<file path="src/rtl/management_bus_fabric_pkg.sv">
// Shared types and constants for the management bus fabric.
// Holds the read FSM state encoding, the error-read data value and a saturating increment.
package MgmtFabricPkg;

    typedef enum logic [0:0] {
        RD_IDLE = 1'b0,
        RD_WAIT = 1'b1
    } rd_state_e;

    localparam logic [7:0] RD_ERR_DATA = 8'hFF;

    function automatic logic [7:0] sat_inc(input logic [7:0] v);
        return (v == 8'hFF) ? v : v + 8'd1;
    endfunction

endpackage

</file>
<file path="src/rtl/management_bus_fabric_tracker.sv">
// Read tracker: IDLE/WAIT FSM, down-counting response timeout and error counters.
// Define MGMT_FABRIC_RD_PIPELINE_EN to add one register stage on rd_valid/rd_data.
//
// state | meaning
// ------+-----------------------------------------------------------
// IDLE  | no read outstanding; a new rd_en is accepted
// WAIT  | read issued; waiting for the selected target or the timeout
module MgmtReadTracker
    import MgmtFabricPkg::*;
#(
    parameter int TIMEOUT_CYCLES = 255
) (
    input  logic       clk,
    input  logic       rst_n,
    input  logic       rd_en,
    input  logic       rd_mapped,
    input  logic       rsp_valid,
    input  logic [7:0] rsp_data,
    output logic       accept,
    output logic       rd_valid,
    output logic [7:0] rd_data,
    output logic [7:0] timeout_count,
    output logic [7:0] overlap_count
);

    localparam logic [0:0]  ST_IDLE = RD_IDLE;
    localparam logic [0:0]  ST_WAIT = RD_WAIT;
    localparam logic [15:0] TC_LOAD = 16'(TIMEOUT_CYCLES - 1);

    logic [0:0]  state;
    logic [15:0] wait_cnt;
    logic        err_valid;
    logic        busy;
    logic        rsp_fire;
    logic        out_valid;
    logic [7:0]  out_data;

    assign busy     = (state == ST_WAIT);
    assign accept   = rd_en && !busy && rd_mapped;
    assign rsp_fire = busy && rsp_valid;

    always_ff @(posedge clk) begin
        if (!rst_n) begin
            state         <= ST_IDLE;
            wait_cnt      <= '0;
            err_valid     <= 1'b0;
            timeout_count <= '0;
            overlap_count <= '0;
        end else begin
            err_valid <= 1'b0;
            if (rd_en && busy)
                overlap_count <= sat_inc(overlap_count);
            case (state)
                ST_IDLE: begin
                    if (rd_en && rd_mapped) begin
                        state    <= ST_WAIT;
                        wait_cnt <= TC_LOAD;
                    end else if (rd_en) begin
                        err_valid <= 1'b1;
                    end
                end
                default: begin
                    if (rsp_valid) begin
                        state <= ST_IDLE;
                    end else if (wait_cnt == 16'd0) begin
                        state         <= ST_IDLE;
                        err_valid     <= 1'b1;
                        timeout_count <= sat_inc(timeout_count);
                    end else begin
                        wait_cnt <= wait_cnt - 16'd1;
                    end
                end
            endcase
        end
    end

    // A target response and a registered error can never coincide: errors only leave IDLE-side cycles.
    always_comb begin
        out_valid = rst_n && (rsp_fire || err_valid);
        out_data  = 8'h00;
        if (rst_n && rsp_fire)
            out_data = rsp_data;
        else if (rst_n && err_valid)
            out_data = RD_ERR_DATA;
    end

`ifdef MGMT_FABRIC_RD_PIPELINE_EN
    always_ff @(posedge clk) begin
        if (!rst_n) begin
            rd_valid <= 1'b0;
            rd_data  <= 8'h00;
        end else begin
            rd_valid <= out_valid;
            rd_data  <= out_data;
        end
    end
`else
    assign rd_valid = out_valid;
    assign rd_data  = out_data;
`endif

endmodule

</file>
<file path="src/rtl/management_bus_fabric.sv">
// Management bus fabric: decodes host reads/writes onto per-target strobes.
// Define MGMT_FABRIC_RD_PIPELINE_EN to register the read response for one extra cycle.
module management_bus_fabric
    import MgmtFabricPkg::*;
#(
    parameter int NUM_TARGETS      = 4,
    parameter int TARGET_ADDR_BITS = 12,
    parameter int TIMEOUT_CYCLES   = 255
) (
    input  logic                          clk,
    input  logic                          rst_n,
    input  logic                          rd_en,
    input  logic [15:0]                   rd_addr,
    output logic                          rd_valid,
    output logic [7:0]                    rd_data,
    input  logic                          wr_en,
    input  logic [15:0]                   wr_addr,
    input  logic [7:0]                    wr_data,
    output logic [NUM_TARGETS-1:0]        t_rd_en,
    output logic [NUM_TARGETS-1:0]        t_wr_en,
    output logic [TARGET_ADDR_BITS-1:0]   t_addr,
    output logic [7:0]                    t_wr_data,
    input  logic [NUM_TARGETS-1:0]        t_rd_valid,
    input  logic [8*NUM_TARGETS-1:0]      t_rd_data,
    output logic [7:0]                    timeout_count,
    output logic [7:0]                    overlap_count
);

    localparam int IDX_W = 16 - TARGET_ADDR_BITS;

    logic [IDX_W-1:0]       rd_idx;
    logic [IDX_W-1:0]       wr_idx;
    logic                   rd_mapped;
    logic                   wr_mapped;
    logic                   accept;
    logic [NUM_TARGETS-1:0] sel;
    logic                   rsp_valid;
    logic [7:0]             rsp_data;

    assign rd_idx    = rd_addr[15:TARGET_ADDR_BITS];
    assign wr_idx    = wr_addr[15:TARGET_ADDR_BITS];
    assign rd_mapped = 32'(rd_idx) < NUM_TARGETS;
    assign wr_mapped = 32'(wr_idx) < NUM_TARGETS;

    // t_addr is shared; when a write and a read issue together the write offset wins.
    always_ff @(posedge clk) begin
        if (!rst_n) begin
            t_rd_en   <= '0;
            t_wr_en   <= '0;
            t_addr    <= '0;
            t_wr_data <= '0;
            sel       <= '0;
        end else begin
            for (int i = 0; i < NUM_TARGETS; i++) begin
                t_rd_en[i] <= accept && (32'(rd_idx) == i);
                t_wr_en[i] <= wr_en && wr_mapped && (32'(wr_idx) == i);
                if (accept)
                    sel[i] <= (32'(rd_idx) == i);
            end
            if (wr_en && wr_mapped) begin
                t_addr    <= wr_addr[TARGET_ADDR_BITS-1:0];
                t_wr_data <= wr_data;
            end else if (accept) begin
                t_addr <= rd_addr[TARGET_ADDR_BITS-1:0];
            end
        end
    end

    always_comb begin
        rsp_valid = |(t_rd_valid & sel);
        rsp_data  = 8'h00;
        for (int i = 0; i < NUM_TARGETS; i++)
            if (sel[i])
                rsp_data = rsp_data | t_rd_data[8*i +: 8];
    end

    MgmtReadTracker #(
        .TIMEOUT_CYCLES(TIMEOUT_CYCLES)
    ) u_tracker (
        .clk          (clk),
        .rst_n        (rst_n),
        .rd_en        (rd_en),
        .rd_mapped    (rd_mapped),
        .rsp_valid    (rsp_valid),
        .rsp_data     (rsp_data),
        .accept       (accept),
        .rd_valid     (rd_valid),
        .rd_data      (rd_data),
        .timeout_count(timeout_count),
        .overlap_count(overlap_count)
    );

endmodule

</file>
<file path="config.mk">
export PLATFORM = sky130hd
export DESIGN_NAME = management_bus_fabric
export DESIGN_NICKNAME = d
export VERILOG_FILES = /design/src/rtl/management_bus_fabric_pkg.sv /design/src/rtl/management_bus_fabric_tracker.sv /design/src/rtl/management_bus_fabric.sv
export SDC_FILE = /design/constraint.sdc
export NUM_CORES = 1
export LEC_CHECK = 0
export ABC_AREA = 0
export BUFFER_PORTS_ARGS = -buffer_cell sky130_fd_sc_hd__buf_4
export CORE_UTILIZATION = 43
export CTS_CLUSTER_SIZE = 8
export DETAILED_ROUTE_END_ITERATION = 10
export PLACE_DENSITY = 0.76
export RECOVER_POWER = 50
export SLEW_MARGIN = 20
export SYNTH_ARGS = -nofsm -noshare
export SYNTH_HDL_FRONTEND = slang
export SYNTH_SLANG_ARGS = --single-unit
export TNS_END_PERCENT = 30
</file>
<file path="constraint.sdc">
create_clock -name clk -period 1.7 [get_ports clk]
set_input_delay 0.17 -clock clk [delete_from_list [all_inputs] [get_ports clk]]
set_output_delay 0.17 -clock clk [all_outputs]
set_load 0.02 [all_outputs]
</file>
Word-level counts from Yosys, hierarchy flattened

Index checks and enable logic that the tools add are counted.

Bits in registers: 66
Bits in latches: 0
RAM bits: 0
Bits in read-only memories: 0
Input bits: 80
Output and inout port bits: 53
Word-level logic and storage cells: 81
Memories: 0

Add/subtract/negate cells: 3
Multiply operators: 0
Divide/modulo/power cells: 0
Magnitude comparators: 2
Eq/ne operators: 10
Shift-type cells: 0
Muxes and demuxes: 21
Bitwise gates (word level): 7
Reduce and logical (&&, ||, !) cells: 28

Operators with widths:

| operator              | number |
|---|---|
| $mux 16               | 4 |
| $mux 8                | 6 |
| $mux 12               | 2 |
| $or 8x8->8            | 3 |
| $logic_and 1x1->1     | 17 |
| $add 8x1->8 const B   | 2 |
| $eq 4x2->1 const B    | 4 |
| $eq 8x8->1 const B    | 2 |
| $logic_not 16->1      | 1 |
| $sub 16x1->16 const B | 1 |
| $mux 1                | 9 |
| $eq 4x1->1 const B    | 2 |
| $logic_not 4->1       | 2 |
| $lt 4x3->1 const B    | 2 |
| $and 4x4->4           | 1 |
| $ne 2x2->1 const B    | 2 |
| $reduce_and 4->1      | 1 |
| $reduce_bool 2->1     | 2 |
| $reduce_or 4->1       | 1 |
| $not 1->1             | 3 |
| $reduce_and 3->1      | 1 |
| $reduce_and 2->1      | 1 |
| $logic_not 1->1       | 1 |
| $logic_or 1x1->1      | 1 |

Logic depth before layout (Yosys ltp)

Depth in word-level cells: 8
Depth in mapped cells: 9
Gate-level depth less buffers: 7

By module

A second synthesis with hierarchy kept.

Cell total of the unflattened synthesis: 396
Area total of the unflattened synthesis: 3444.6 um^2

Modules (own cells, without submodules):

| module                | times used | cells each | area each (um^2) |
|---|---|---|---|
| MgmtReadTracker       | 1          | 240        | 1963.1 |
| management_bus_fabric | 1          | 156        | 1481.4 |

Worst setup path before layout

Ideal clock, no wire load.

Path kind: register to register
From: register u_tracker.overlap_count[0]
To: register u_tracker.overlap_count[5]
Library setup time: 115 ps
Arrival: 1696 ps
Data required time: 1585 ps
Path slack: -111 ps
Stages on the path, launching flop included: 7
Cells stage by stage: dfxtp_1 -> ha_1 -> nand3_1 -> o211ai_1 -> nor3_1 -> xor2_1 -> and2_1

Word-level cells in the longest chain between the ends: 3
Elaborated cells on any way between the ends: 4
Classes of those cells: add/sub (1); eq/ne (1); bitwise (1); reduce/logical (1)

RTL lines:

| element                                             | RTL line                            | source |
|---|---|---|
| from (decl)                                         | management_bus_fabric_tracker.sv:23 | `output logic [7:0] overlap_count` |
| from (signal assigned)                              | management_bus_fabric_tracker.sv:52 | `overlap_count <= sat_inc(overlap_count);` |
| branches (longest 3 deep; another with $add 8x1->8) | -                                   |  |

Parallel ways; which one is timed is not known.
A chain may end at the register's enable or synchronous reset.

Worst setup path in the final report

From: register u_tracker.wait_cnt[2]
To: register u_tracker.wait_cnt[11]

Word-level cells in the longest chain between the ends: 4
Elaborated cells on any way between the ends: 7
Classes of those cells: add/sub (1); eq/ne (1); mux (3); reduce/logical (2)

RTL lines:

| element                | RTL line                            | source |
|---|---|---|
| from (decl)            | management_bus_fabric_tracker.sv:31 | `logic [15:0] wait_cnt;` |
| from (signal assigned) | management_bus_fabric_tracker.sv:70 | `wait_cnt <= wait_cnt - 16'd1;` |
| $sub 16x1->16          | management_bus_fabric_tracker.sv:70 |  |
| $mux 16                | management_bus_fabric_tracker.sv:65 | `end else if (wait_cnt == 16'd0) begin` |
| $mux 16                | management_bus_fabric_tracker.sv:63 | `if (rsp_valid) begin` |
| $mux 16                | management_bus_fabric_tracker.sv:53 | `case (state)` |

Parallel ways exist; a longest one is shown, timed or not. The select of a mux whose other input is x is not followed.

==> impl_metrics.py <==
metrics = {
    "worst_setup_path": {
        "critPathKind": "flop to flop",
        "crit_path_top_delay_cell": "or3_1",
        "crit_chain": "or3_1 -> or2_4 -> nor4b_4 -> buf_4 -> xnor2_2 -> nor2_1",
        "critical_path_required_ns": 1.94,
        "timing.critical_path.buf_inv": 1,
        "cp_slowest_stage_delay_ns": 0.39,
        "crit_path_start_kind": "flop",
        "crit_path_end_kind": "flop",
        "cp.arrival_ns": 1.97,
        "crit_family": "simple AND/OR/NAND/NOR gates",
        "worst-path-max-fanout": 5,
    },
    "grt": {
        "grt_max_degree": 37,
        "antenna_found_initial": 0,
        "grt_overflow_total": 0,
        "grt_use_total_pct": 22.5,
        "grt_pass1_wl_mm": 13.6,
        "grt_pass1_vias": 3124,
    },
    "drt": {
        "post_drt_wl_per_cell_um": 14.0,
        "wl_met2_mm": 4.47,
        "viasPerCell": 5.18,
        "drc_errors": 0,
        "initialDrtViolationCount": 107,
        "dr.pass1.iters": 4,
        "wl_met1_mm": 3.46,
        "top_layer": "met4",
        "antenna_left": 0,
        "dr_wl_met3_um": 707,
        "dr_total_vias": 3227,
        "drt-total-wl_mm": 8.74,
    },
    "power": {
        "p_per_area_mw_per_mm2": 819,
        "leakagePower_nw": 2.27,
        "vdd_drop_max_uv": 631,
        "power_mw": 4.08,
    },
    "yosys": {
        "synth_seq_area_share_pct": 40.9,
        "ys_ff_latch": 66,
        "ys_async_sr_fraction_pct": 0,
        "synth_cell_types": 50,
        "netlist_instances": 347,
        "synth_ff_type": "dfxtp_1",
        "synth.area.top_cells": "dfxtp_1 41%, nand2_1 4.9%, mux2i_1 4.3%",
        "yosysWarnings": 0,
        "post_synth_instance_area_mm2": 0.00323,
        "avgSynthCellArea_um2": 9.31,
        "synth_top_area_share_pct": 40.9,
        "syn_nets": 430,
        "synth_top_cell_by_area": "dfxtp_1",
        "synth_edf_count": 0,
    },
    "clock_network": {
        "cts_buffer_depth": 2,
        "path_clk_slew_ns": 0.08,
        "htreeDepth": 3,
        "cts_tree": "done",
        "clock_sinks": 66,
        "cts_buffers": 9,
        "clk_latency_ns": 0.34,
        "clockRootBuffer": "clkbuf_8",
    },
    "status": {
        "outcome": "finished, violations left",
        "violations": "negative setup slack",
    },
    "final_layout": {
        "n_fill_cell": 588,
        "synthToLayoutAreaGrowth_pct": 54.2,
        "final_nets": 603,
        "antennaDiodeCount": 0,
        "layout_common_cells": "141 x buf_4, 58 x dfxtp_1, 42 x nand2_1",
        "utilization_pct": 68.7,
        "fin_cells": 623,
        "layout-drive-gt1-share_pct": 40.1,
        "final_common_cell": "buf_4",
    },
    "place": {
        "gp_congestion": 0.821,
        "place_inst": 600,
        "place_hpwl_mm": 6.34,
        "pre_cts_ws_ns": -0.115,
        "port_buffers": 132,
    },
    "timing": {
        "hold_slack_ns": 0.0235,
        "setup-violations-final": 3,
        "timing.fmax_ghz": 0.577,
        "worst_slew_pin_slew_ns": 0.644,
        "slew_headroom_pct": 57.1,
        "finalHoldViolations": 0,
        "min_period_over_period_pct": 102,
        "worst_slack_ns": -0.0317,
        "rsz0062_at_grt": "yes",
        "drv_slew": 0,
        "fin_skew_ns": 0.0113,
        "finalCriticalPeriod_ns": 1.73,
    },
    "floorplanning": {
        "dieArea_mm2": 0.00787,
        "coreArea_mm2": 0.00725,
        "die_w_um": 88.7,
        "rows": 31,
        "die_h_um": 88.7,
        "ioPinCount": 133,
        "initial_utilization_pct": 44.6,
    },
    "flow_run": {
        "maxCapViolCount": 0,
    },
    "min_path": {
        "worst_hold_path_type": "input port to flop",
    },
}
cells by family (layout without fill, tap and decap cells):
family	Yosys count	in the layout	synth area share, %
simple gates	144	144	26.2
xor+xnor	22	22	5.96
fa+ha+maj	3	3	1.16
buf+inv	27	204	4.03
mux	14	14	4.34
flops	66	66	40.9
compound gates	71	71	17.4
report_power, final:
group	switching, mW	total, mW	internal, mW
registers	0.0471	1.65	1.61
logic	0.504	1.03	0.528
clock network	0.629	1.39	0.763
final timing paths:
check	startpoint	to	slack, ns	cells after the start
setup / recovery	u_tracker.wait_cnt[2]$_SDFFE_PN0P_	u_tracker.wait_cnt[11]$_SDFFE_PN0P_	-0.03	6
hold / removal	rd_addr[13]	t_rd_en[1]$_SDFF_PN0_	0.02	2
setup reg to reg	u_tracker.wait_cnt[2]$_SDFFE_PN0P_	u_tracker.wait_cnt[11]$_SDFFE_PN0P_	-0.03	6
hold reg to reg	t_wr_data[0]$_SDFFE_PN0P_	t_wr_data[0]$_SDFFE_PN0P_	0.47	2
sequential cells by signal, summed over array words and instances (netlist names):
name / count
t_wr_data: 8
u_tracker.err_valid: 1
u_tracker.overlap_count: 8
u_tracker.timeout_count: 8
u_tracker.busy: 1
t_rd_en: 4
t_wr_en: 4
sel: 4
u_tracker.wait_cnt: 16
t_addr: 12
synth_stat cells, types with 2 or more instances:
library cell	n
a21o_1	5
and3_1	2
mux2i_1	14
nor4b_2	3
o21a_1	10
xnor2_1	9
nor4_4	2
clkbuf_1	11
a31oi_1	8
a21oi_1	3
nand3_1	13
nor3b_1	6
nand2_1	42
nor2_1	20
nor3_1	15
and2_1	9
nor4_2	3
ha_1	3
o211a_1	12
nand4_1	3
a21boi_0	10
and4_1	2
nor4_1	4
o21ai_0	2
buf_2	5
a22oi_1	16
dfxtp_1	66
xor2_1	13
or3_1	3
nor2b_1	5
inv_1	6
nand2b_1	2
buf_4	3
per-layer routing:
layer | up-vias | GRT usage [%]
li1 | 1599 | -
met1 | 1495 | 22.8
met2 | 123 | 43.0
met3 | 10 | 6.53
met4 | 0 | 8.80
met5 | - | 0
per-stage QoR:
step | cell area, um2 | TNS, ns
2_1_floorplan | 3300 | -0.771
3_3_place_gp | 4660 | -0.244
3_5_place_dp | 4660 | -0.685
4_1_cts | 5040 | -0.0828
5_1_grt | 4980 | -1.71
6_report | 4980 | -0.0371
area by class of cell:
| cell class | count | area (um2) | area share, % |
|---|---|---|---|
| Timing Repair Buffer | 183 | 1310 | 26.3 |
| Inverter | 6 | 22.5 | 0.452 |
| Sequential cell | 66 | 1330 | 26.8 |
| Multi-Input combinational cell | 254 | 1980 | 39.8 |
| Clock inverter | 5 | 62.6 | 1.26 |
| Tap cell | 99 | 124 | 2.49 |
| Clock buffer | 10 | 149 | 2.99 |
repair_timing:
item,4_1_cts,5_1_grt
hold endpoints to repair,3,0
gates resized for setup,29,15
setup endpoints to repair,27,33
setup buffers,5,0
pin swaps,8,13
hold buffers,2,0
gates cloned,1,0
Note: power is estimated with default switching activity, not from simulation.
